File: config.mk
export PLATFORM = sky130hd
export DESIGN_NAME = control_unit
export DESIGN_NICKNAME = d
export VERILOG_FILES = /design/src/rtl/cpu_pkg.sv /design/src/rtl/control_decoder.sv /design/src/rtl/control_unit.sv
export SDC_FILE = /design/constraint.sdc
export NUM_CORES = 1
export LEC_CHECK = 0
export CORE_MARGIN = 5
export CORE_UTILIZATION = 40
export CTS_BUF_LIST = sky130_fd_sc_hd__clkbuf_16
export DETAILED_ROUTE_END_ITERATION = 8
export GPL_ROUTABILITY_DRIVEN = 0
export HOLD_SLACK_MARGIN = 0.15
export PLACE_DENSITY = 0.92
export SLEW_MARGIN = 5
export SYNTH_ARGS = -nofsm -noshare
export SYNTH_HDL_FRONTEND = slang
export SYNTH_SLANG_ARGS = --single-unit
File: constraint.sdc
create_clock -name clk -period 5.57 [get_ports clk]
set_input_delay 1.3925 -clock clk [delete_from_list [all_inputs] [get_ports clk]]
set_output_delay 1.3925 -clock clk [all_outputs]
set_load 0.005 [all_outputs]
File: src/rtl/cpu_pkg.sv
// Shared definitions for the 8-bit CPU control path.
//   - Opcode encodings (upper nibble of the instruction register).
//   - Microstep encodings T0..T4 for the fixed five-cycle frame.
//   - Bit positions of the control word produced by control_decoder.
package cpu_pkg;

    localparam int STEPS = 5;

    localparam logic [3:0] OP_NOP = 4'h0;
    localparam logic [3:0] OP_LDA = 4'h1;
    localparam logic [3:0] OP_ADD = 4'h2;
    localparam logic [3:0] OP_SUB = 4'h3;
    localparam logic [3:0] OP_STA = 4'h4;
    localparam logic [3:0] OP_LDI = 4'h5;
    localparam logic [3:0] OP_JMP = 4'h6;
    localparam logic [3:0] OP_JC  = 4'h7;
    localparam logic [3:0] OP_JZ  = 4'h8;
    localparam logic [3:0] OP_OUT = 4'hE;
    localparam logic [3:0] OP_HLT = 4'hF;

    localparam logic [2:0] T0 = 3'd0;
    localparam logic [2:0] T1 = 3'd1;
    localparam logic [2:0] T2 = 3'd2;
    localparam logic [2:0] T3 = 3'd3;
    localparam logic [2:0] T4 = 3'd4;

    // Control word bit indices
    localparam int CW_PC_OUT     = 0;
    localparam int CW_PC_INC     = 1;
    localparam int CW_PC_LOAD    = 2;
    localparam int CW_MAR_LOAD   = 3;
    localparam int CW_RAM_OUT    = 4;
    localparam int CW_RAM_LOAD   = 5;
    localparam int CW_LOAD_IR    = 6;
    localparam int CW_IR_OUT     = 7;
    localparam int CW_A_LOAD     = 8;
    localparam int CW_A_OUT      = 9;
    localparam int CW_B_LOAD     = 10;
    localparam int CW_ALU_OUT    = 11;
    localparam int CW_ALU_SUB    = 12;
    localparam int CW_FLAGS_LOAD = 13;
    localparam int CW_OUT_LOAD   = 14;
    localparam int CW_HALT       = 15;
    localparam int CW_W          = 16;

    typedef logic [CW_W-1:0] ctrl_word_t;

endpackage

File: src/rtl/control_decoder.sv
// Purely combinational microcode decoder.
//   step       : current microstep (T0..T4)
//   opcode     : instruction[7:4], only meaningful from T2 onward
//   carry_flag : registered ALU carry, gates JC
//   zero_flag  : registered ALU zero, gates JZ
//   cw         : raw control word (no halt/reset masking applied here)
module control_decoder
    import cpu_pkg::*;
(
    input  logic [2:0]  step,
    input  logic [3:0]  opcode,
    input  logic        carry_flag,
    input  logic        zero_flag,
    output ctrl_word_t  cw
);

    always_comb begin
        cw = '0;
        case (step)
            T0: begin
                cw[CW_PC_OUT]   = 1'b1;
                cw[CW_MAR_LOAD] = 1'b1;
            end
            T1: begin
                cw[CW_RAM_OUT] = 1'b1;
                cw[CW_LOAD_IR] = 1'b1;
                cw[CW_PC_INC]  = 1'b1;
            end
            T2: begin
                case (opcode)
                    OP_LDA, OP_ADD, OP_SUB, OP_STA: begin
                        cw[CW_IR_OUT]   = 1'b1;
                        cw[CW_MAR_LOAD] = 1'b1;
                    end
                    OP_LDI: begin
                        cw[CW_IR_OUT] = 1'b1;
                        cw[CW_A_LOAD] = 1'b1;
                    end
                    OP_JMP: begin
                        cw[CW_IR_OUT]  = 1'b1;
                        cw[CW_PC_LOAD] = 1'b1;
                    end
                    // Flags are sampled live here, so a flags_load in the
                    // previous instruction's T4 is already visible.
                    OP_JC: begin
                        cw[CW_IR_OUT]  = carry_flag;
                        cw[CW_PC_LOAD] = carry_flag;
                    end
                    OP_JZ: begin
                        cw[CW_IR_OUT]  = zero_flag;
                        cw[CW_PC_LOAD] = zero_flag;
                    end
                    OP_OUT: begin
                        cw[CW_A_OUT]    = 1'b1;
                        cw[CW_OUT_LOAD] = 1'b1;
                    end
                    OP_HLT: cw[CW_HALT] = 1'b1;
                    default: ;
                endcase
            end
            T3: begin
                case (opcode)
                    OP_LDA: begin
                        cw[CW_RAM_OUT] = 1'b1;
                        cw[CW_A_LOAD]  = 1'b1;
                    end
                    OP_ADD, OP_SUB: begin
                        cw[CW_RAM_OUT] = 1'b1;
                        cw[CW_B_LOAD]  = 1'b1;
                    end
                    OP_STA: begin
                        cw[CW_A_OUT]    = 1'b1;
                        cw[CW_RAM_LOAD] = 1'b1;
                    end
                    default: ;
                endcase
            end
            T4: begin
                if (opcode == OP_ADD || opcode == OP_SUB) begin
                    cw[CW_ALU_OUT]    = 1'b1;
                    cw[CW_A_LOAD]     = 1'b1;
                    cw[CW_FLAGS_LOAD] = 1'b1;
                    cw[CW_ALU_SUB]    = (opcode == OP_SUB);
                end
            end
            default: ;
        endcase
    end

endmodule

File: src/rtl/control_unit.sv
// Microstep sequencer for the 8-bit CPU.
//   clk, reset        : rising-edge clock, synchronous active-high reset
//   instruction       : IR contents; [7:4] opcode decoded from T2
//   carry/zero_flag   : registered ALU flags for conditional jumps
//   *_out/*_load/...  : bus strobes, combinational for the whole cycle
//   halt              : machine halted, held until reset
//   step              : current microstep, for debug
// Holds the step counter and halted flag; the decoder supplies the raw
// control word, which is masked here while in reset or halted.
module control_unit
    import cpu_pkg::*;
(
    input  logic       clk,
    input  logic       reset,
    input  logic [7:0] instruction,
    input  logic       carry_flag,
    input  logic       zero_flag,
    output logic       pc_out,
    output logic       pc_inc,
    output logic       pc_load,
    output logic       mar_load,
    output logic       ram_out,
    output logic       ram_load,
    output logic       load_ir,
    output logic       ir_out,
    output logic       a_load,
    output logic       a_out,
    output logic       b_load,
    output logic       alu_out,
    output logic       alu_sub,
    output logic       flags_load,
    output logic       out_load,
    output logic       halt,
    output logic [2:0] step
);

    logic [2:0] step_q, step_d;
    logic       halted, halted_d;
    ctrl_word_t cw, cw_m;

    control_decoder u_dec (
        .step       (step_q),
        .opcode     (instruction[7:4]),
        .carry_flag (carry_flag),
        .zero_flag  (zero_flag),
        .cw         (cw)
    );

    // HLT freezes step at T2 rather than advancing, so the frame stays put.
    always_comb begin
        step_d   = step_q;
        halted_d = halted;
        if (!halted) begin
            if (cw[CW_HALT])
                halted_d = 1'b1;
            else if (step_q == 3'(STEPS - 1))
                step_d = T0;
            else
                step_d = step_q + 3'd1;
        end
    end

    always_ff @(posedge clk) begin
        if (reset) begin
            step_q <= T0;
            halted <= 1'b0;
        end else begin
            step_q <= step_d;
            halted <= halted_d;
        end
    end

    assign cw_m = (reset || halted) ? '0 : cw;

    assign pc_out     = cw_m[CW_PC_OUT];
    assign pc_inc     = cw_m[CW_PC_INC];
    assign pc_load    = cw_m[CW_PC_LOAD];
    assign mar_load   = cw_m[CW_MAR_LOAD];
    assign ram_out    = cw_m[CW_RAM_OUT];
    assign ram_load   = cw_m[CW_RAM_LOAD];
    assign load_ir    = cw_m[CW_LOAD_IR];
    assign ir_out     = cw_m[CW_IR_OUT];
    assign a_load     = cw_m[CW_A_LOAD];
    assign a_out      = cw_m[CW_A_OUT];
    assign b_load     = cw_m[CW_B_LOAD];
    assign alu_out    = cw_m[CW_ALU_OUT];
    assign alu_sub    = cw_m[CW_ALU_SUB];
    assign flags_load = cw_m[CW_FLAGS_LOAD];
    assign out_load   = cw_m[CW_OUT_LOAD];
    assign halt       = !reset && (halted || cw[CW_HALT]);
    assign step       = step_q;

endmodule

======== After elaboration in Yosys (flattened, before gate mapping) ========
Index checks and enable logic that the tools add are counted.
cells by class
  reductions and logical operators ........ 11
  equality and inequality tests ........... 14
  bitwise logic cells ..................... 2
  mux-type cells .......................... 28
  add/subtract/negate cells ............... 1
operator list
  operator                                                               number
  1-bit 2-to-1 mux                                                       17
  4-bit by 3-bit equality test with 1-bit output, second input constant  4
  15-bit 2-to-1 mux                                                      1
  4-bit equality test, second input constant                             3
  3-bit 2-to-1 mux                                                       3
  1-bit one-hot mux with 3 select lines                                  3
  4-bit by 2-bit equality test with 1-bit output, second input constant  2
  3-bit by 2-bit equality test with 1-bit output, second input constant  2
  1-bit one-hot mux with 2 select lines                                  3
  6-bit OR reduction                                                     1
  4-bit by 1-bit equality test with 1-bit output, second input constant  1
  4-bit OR reduction                                                     1
  3-bit by 1-bit adder with 3-bit output, second input constant          1
  3-bit by 1-bit equality test with 1-bit output, second input constant  1
  3-bit equality test, second input constant                             1
  3-bit zero test                                                        1
  1-bit logical OR                                                       3
  3-bit OR reduction                                                     1
  2-bit 2-to-1 mux                                                       1
  1-bit inverter                                                         2
  2-bit AND reduction                                                    1
  2-bit OR reduction                                                     1
  1-bit logical AND                                                      1
  1-bit zero test                                                        1
storage, ports and cells
  input port bits ......................... 12
  logic and storage cells ................. 58
  bits in registers ....................... 4
  output and inout port bits .............. 19

======== Depth between registers and ports, before layout ========
Gate-level depths: netlist of the first run.
  depth in word-level cells ............... 5
  depth in mapped cells ................... 6
  depth with buffers taken out ............ 5

======== Cells and area by module ========
A second synthesis of the first run with hierarchy kept.
second synthesis, totals
  cells, all modules ...................... 83
  area, all modules ....................... 608.1 um2
by module, submodules not included
  module           sequential area each (um2)  times used  area an instance (um2)  cells an instance
  control_unit     80.1                        1           324.1                   39
  control_decoder  0.0                         1           284.0                   44

======== Least setup slack after synthesis of the first run ========
OpenSTA, ideal clock, no wires.
  kind .................................... input port to output port
  start ................................... input instruction[5]
  end ..................................... output flags_load
  data arrival time ....................... 2.240 ns
  path slack .............................. 1.937 ns
  stages on the path ...................... 5
  path buffers ............................ 2
  required time ........................... 4.178 ns
  cell sequence ........................... buf_2 -> nor3b_1 -> and2_1 -> and3_1 -> buf_4
on the way
  longest elaborated chain between the ends .. 5
  elaborated cells on any way between the ends .. 6
  classes of those cells .................. eq/ne: 2; mux: 3; reduce/logical: 1
RTL lines
  element                                         line                   source
  start: declaration                              control_unit.sv:15     input logic [7:0] instruction,
  4-bit by 2-bit equality test with 1-bit output  control_decoder.sv:79  if (opcode == OP_ADD || opcode == OP_SUB) begin
  1-bit logical OR *                              control_decoder.sv:79
  3-bit 2-to-1 mux *                              control_decoder.sv:79
  3-bit 2-to-1 mux *                              control_decoder.sv:19  case (step)
  15-bit 2-to-1 mux *                             control_unit.sv:73     assign cw_m = (reset || halted) ? '0 : cw;
  end: declaration                                control_unit.sv:31     output logic flags_load,
Every way passes the cells marked *; elsewhere a longest branch is shown, timed or not.

======== Worst setup path after layout of the first run ========
  start ................................... input reset
  end ..................................... output out_load
on the way
  longest elaborated chain between the ends .. 2
RTL lines
  element             line                source
  start: declaration  control_unit.sv:14  input logic reset,
  1-bit logical OR    control_unit.sv:73
  15-bit 2-to-1 mux   control_unit.sv:73
  end: declaration    control_unit.sv:32  output logic out_load,
No other way between the ends.

==> impl_metrics.ini, run 1 <==
[outcome]
status = finished, final reports clean

[job]
maxCapViolCount = 0

[critical_path]
crit_top_cell = clkdlybuf4s50_1
critPathMaxFanout = 12
startpoint_type = primary input
crit_buf_inv = 2
crit_required_ns = 4.18
cp-end-kind = output port
crit_family = buffers and inverters
worstReg2RegStart = step[2]
startpoint = reset
critPathArrivalTime_ns = 3.46
cpPeakStageDelay_ns = 0.63
critPathKind = in2out
cp_slowest_cell = or4b_1
crit_chain = clkdlybuf4s50_1 -> or4b_1 -> nor4_1 -> clkdlybuf4s50_1

[clock_tree]
clk_latency_ns = 0.23
ctsResizeCount = 0
cts_setup_buffers = 0
cts_buffers = 3
cts_tree = done
path_clk_slew_ns = 0.03
cts_root_buf = clkbuf_16
clock-sinks = 4
h-tree-depth = 1
hold_buffers = 0
clock_path_buffers = 2

[pwr]
leakagePower_nw = 0.338
p_per_area_mw_per_mm2 = 241
ir_drop_uv = 214

[place]
place_hpwl_um = 1180
io_buffers = 26
placed_area_um2 = 793

[detailed_routing]
drc = 0
drt_iter0_drc = 12
first_pass_iters = 4
wl_um = 1520
routed_via_density = 5.55
wl_per_cell_um = 13.8
postRouteAntennaNets = 0
vias = 611

[timing]
post-route-min-period_ns = 4.85
fin_skew_ns = 0.00163
clock.fmax_mhz = 206
final.setup.tns_ns = 0
grt_setup_unrepaired = no
layout_worst_path_cycle_share_pct = 87.1
final_max_slew_viol_count = 0
slew_headroom_pct = 71.3
worst_slew_pin_slew_ns = 0.424
setup_viol = 0
hold_viol = 0

[layout]
regArea_um2 = 80.1
area_growth_pct = 58.4
nets = 114
fin_area_um2 = 868
multi_input_area_um2 = 412
final_util_pct = 66.7
drive_gt1_share_pct = 7.37
antennaDiodeCount = 0
n_fill_cell = 121

[global_route]
overflow = 0
antenna_found_initial = 0
grt_pass1_vias = 593
grt_usage_pct = 15.6
grt_pass1_wl_um = 2450
grt_max_degree = 15

[synthesis]
yosys.area_share.simple_pct = 38.6
synth_top_family_by_area = simple AND/OR/NAND/NOR gates
synth_warnings = 0
yosys.area_share.xor_xnor_pct = 1.60
syn_inst = 72
synth.top_cell.area_share_pct = 14.6
yosys.area.top_type = dfxtp_1
synth_mux_area_share_pct = 3.65
synthAdderAreaFrac_pct = 11.4
synth-compound-area-share_pct = 19.9
syn-cell-area_um2 = 548
synth_nets = 89
synth_seq_cells = 4
avgSynthCellArea_um2 = 7.61
yosys-top-cells-area = dfxtp_1 (15%), ha_1 (11%), nand2b_1 (4.6%), inv_1 (4.1%), a21oi_1 (3.7%)
ys_types = 38
synth-seq-area-share_pct = 14.6

[floorplan]
core_area_mm2 = 0.00130
num_rows = 13
die_y_um = 47.0
ios = 31
dieArea_mm2 = 0.00221
fp.dieW_um = 47.0
initial_core_util_pct = 42.1

[hold_path]
worstHoldStart = step[1]
hold_class = reg2reg
-- metal layers --
layer  wire length [um]  GRT usage (%)  part of all wire, %  vias to the layer above
met5                  0              0                    0                        -
met4                 30           10.5                  2.0                        0
met3                145           3.07                  9.5                        3
met2                737           27.6                   48                       27
met1                609           16.3                   40                      270
li1                   -              -                    -                      311
-- metrics by stage --
step	worst slack, ns	power [mW]	hold slack [ns]	instances
global route	0.636	0.221	0.575	110
finish	0.720	0.209	0.540	110
detailed placement	0.717	0.0956	0.535	107
global placement	0.762	0.0933	0.512	107
floorplan	1.94	0.0685	0.507	72
CTS	0.718	0.212	0.540	110
-- state kept, by name, summed over array words and instances, names as in the netlist --
signal / flops
step: 3
halted: 1
-- cell families (layout without fill, tap and decap cells) --
logic type / count (synthesis) / in the layout
simple gates: 33 / 33
compound gates: 15 / 15
buf+inv: 12 / 35
fa+ha+maj: 5 / 5
flops: 4 / 4
mux: 2 / 2
xor+xnor: 1 / 1
-- tightest hold or removal path, cell delays in order (launching register included) --
cell and delay (ns):
dfxtp_1 0.34, nand2b_1 0.08, mux2i_1 0.06
-- cell type report --
class                           count  area share, %
Tap cell                           15           2.16
Timing Repair Buffer               26           30.0
Clock buffer                        3           8.65
Inverter                            6           2.59
Sequential cell                     4           9.22
Multi-Input combinational cell     56           47.4
-- final timing paths --
kind               to  slack (ns)  cells after the start
max          out_load        0.72                      4
min reg2reg   step[1]        0.54                      2
min           step[1]        0.54                      2
max reg2reg   step[2]        4.14                      5
-- synthesized netlist by cell type --
| master | number |
|---|---|
| mux2i_1 | 2 |
| o22ai_1 | 1 |
| inv_1 | 6 |
| a211oi_1 | 1 |
| o31ai_1 | 1 |
| ha_1 | 5 |
| and2_1 | 3 |
| nor3_1 | 2 |
| dfxtp_1 | 4 |
| or3_1 | 1 |
| nand4b_1 | 1 |
| a2111o_1 | 1 |
| a211o_1 | 1 |
| buf_4 | 2 |
| a21oi_1 | 4 |
| clkbuf_1 | 1 |
| o21ba_2 | 1 |
| nand4_1 | 1 |
| nor4b_1 | 1 |
| nand2b_1 | 4 |
| a31o_2 | 1 |
| or4_1 | 1 |
| or4b_4 | 1 |
| nor2_1 | 4 |
| and3_1 | 3 |
| or4b_1 | 1 |
| and4_1 | 1 |
| o2111ai_1 | 1 |
| o211ai_1 | 2 |
| xnor2_1 | 1 |
| or2_2 | 1 |
| nand3_1 | 1 |
| nor4_1 | 2 |
| nand2_1 | 2 |
| nor3b_1 | 2 |
| o21ai_0 | 1 |
| nand3b_1 | 1 |
| buf_2 | 3 |
-- power by group --
group / switching [mW] / leakage (nW) / total, mW / internal, mW
registers: 0.00549 / 0.0329 / 0.0374 / 0.0319
logic: 0.0252 / 0.268 / 0.0577 / 0.0325
clock network: 0.0222 / 0.0370 / 0.114 / 0.0919
total: 0.0529 / 0.338 / 0.209 / 0.156
-- cells in the final DEF, fill, tap and decap left out, types with 2 or more instances in the layout --
| cell | synthesis | layout |
|---|---|---|
| nand2b_1 | 4 | 4 |
| a21oi_1 | 4 | 4 |
| mux2i_1 | 2 | 2 |
| nor4_1 | 2 | 2 |
| inv_1 | 6 | 6 |
| clkbuf_16 | 0 | 3 |
| and2_1 | 3 | 3 |
| nor3_1 | 2 | 2 |
| o211ai_1 | 2 | 2 |
| nand2_1 | 2 | 2 |
| clkdlybuf4s50_1 | 0 | 26 |
| and3_1 | 3 | 3 |
| nor3b_1 | 2 | 2 |
| nor2_1 | 4 | 4 |
| ha_1 | 5 | 5 |
| dfxtp_1 | 4 | 4 |
Power figures use the tool's default switching activity.
==> run 2: changes to the inputs <==
--- a/constraint.sdc
+++ b/constraint.sdc
@@ -3,2 +3,2 @@
 set_output_delay 1.3925 -clock clk [all_outputs]
-set_load 0.005 [all_outputs]
+set_load 0.01 [all_outputs]
==> run 2 against run 1 <==
  * Flip-flop and latch count stayed put
  * Critical path depth stayed put
  * Count of clock-buffer cells in the layout stayed put
  * Register-to-register slack worse by 0.08 ns
  * Maximum frequency is 0.37% lower
  * First-iteration DRC count is 83% lower
  * Global-route usage is 0.46 points lower
  * Critical path type unchanged
  * Critical endpoint unchanged
  * Largest power group unchanged
==> impl_metrics.ini, run 2 (synthesis results as in run 1) <==
[outcome]
status = finished, final reports clean

[global_route]
grt_pass1_wl_um = 2350
grt_usage_pct = 15.1
antenna_found_initial = 0
grt_pass1_vias = 577
overflow = 0
grt_max_degree = 15

[clock_tree]
ctsResizeCount = 0
path_clk_slew_ns = 0.03
cts_root_buf = clkbuf_16
h-tree-depth = 1
hold_buffers = 0
cts_buffers = 3
clk_latency_ns = 0.23
clock_path_buffers = 2
cts_setup_buffers = 0
cts_tree = done
clock-sinks = 4

[timing]
hold_slack_ns = 0.536
final.setup.tns_ns = 0
layout_worst_path_cycle_share_pct = 87.4
post-route-min-period_ns = 4.87
clock.fmax_mhz = 205
fin_skew_ns = 0.00188
grt_setup_unrepaired = no
slew_headroom_pct = 71.7
setup_viol = 0
final_max_slew_viol_count = 0
worst_slew_pin_slew_ns = 0.419
hold_viol = 0

[critical_path]
critPathKind = in2out
cp-end-kind = output port
critPathMaxFanout = 12
critPathArrivalTime_ns = 3.48
startpoint_type = primary input
crit_required_ns = 4.18

[layout]
antennaDiodeCount = 0
final_util_pct = 66.7
drive_gt1_share_pct = 7.37
most-common-layout-cells = clkdlybuf4s50_1 (26), inv_1 (6), ha_1 (5)
largest_reg_flops = 3
area_growth_pct = 58.4
nets = 114
final_common_cell = clkdlybuf4s50_1

[floorplan]
die_y_um = 47.0
initial_core_util_pct = 42.1
ios = 31
num_rows = 13
dieArea_mm2 = 0.00221
fp.dieW_um = 47.0
core_area_mm2 = 0.00130

[pwr]
ir_drop_uv = 247
leakagePower_nw = 0.338
p_per_area_mw_per_mm2 = 245
p_total_mw = 0.213

[detailed_routing]
wl_um = 1550
drc = 0
wl_per_cell_um = 14.1
drt_iter0_drc = 2
first_pass_iters = 3
postRouteAntennaNets = 0
vias = 628
routed_via_density = 5.71

[hold_path]
hold_class = reg2reg

[place]
io_buffers = 26
place_hpwl_um = 1180

[job]
maxCapViolCount = 0
==> run 2: cell counts in the layout (fill, tap and decap cells not counted) <==
Identical to the previous run, type by type.
==> run 2: where the power goes <==
part	internal [mW]	total (mW)	switching (mW)
Clock	0.0919	0.115	0.0227
Sequential	0.0319	0.0373	0.00548
Combinational	0.0327	0.0610	0.0283
Total	0.157	0.213	0.0565
==> run 2: cell type report <==
| cell class | count | area (um2) |
|---|---|---|
| Clock buffer | 3 | 75.1 |
| Fill cell | 129 | 433 |
| Inverter | 6 | 22.5 |
| Multi-Input combinational cell | 56 | 412 |
| Sequential cell | 4 | 80.1 |
| Tap cell | 15 | 18.8 |
| Timing Repair Buffer | 26 | 260 |
==> run 2: through the flow <==
| step | std cells | area, um2 | worst slack [ns] |
|---|---|---|---|
| floorplan | 72 | 548 | 1.82 |
| global placement | 107 | 793 | 0.727 |
| detailed placement | 107 | 793 | 0.705 |
| CTS | 110 | 868 | 0.702 |
| global route | 110 | 868 | 0.600 |
| finish | 110 | 868 | 0.702 |
==> run 2: final timing paths <==
kind	start	to	slack, ns	cells past startpoint
max	reset	out_load	0.70	4
min	step[1]	step[1]	0.54	2
max reg2reg	step[2]	step[2]	4.06	5
min reg2reg	step[1]	step[1]	0.54	2
==> run 2: routing by layer <==
| layer | vias up | track usage [%] | wire length (um) | part of all wire [%] |
|---|---|---|---|---|
| met2 | 22 | 28.2 | 767 | 49 |
| met4 | 0 | 9.94 | 28 | 1.8 |
| met3 | 3 | 2.68 | 150 | 9.7 |
| li1 | 313 | - | - | - |
| met1 | 290 | 15.0 | 605 | 39 |
| met5 | - | 0 | 0 | 0 |
==> run 2: worst max-delay path, stage by stage <==
cell,delay [ns]
clkdlybuf4s50_1,0.60
or4b_1,0.62
nor4_1,0.26
clkdlybuf4s50_1,0.59
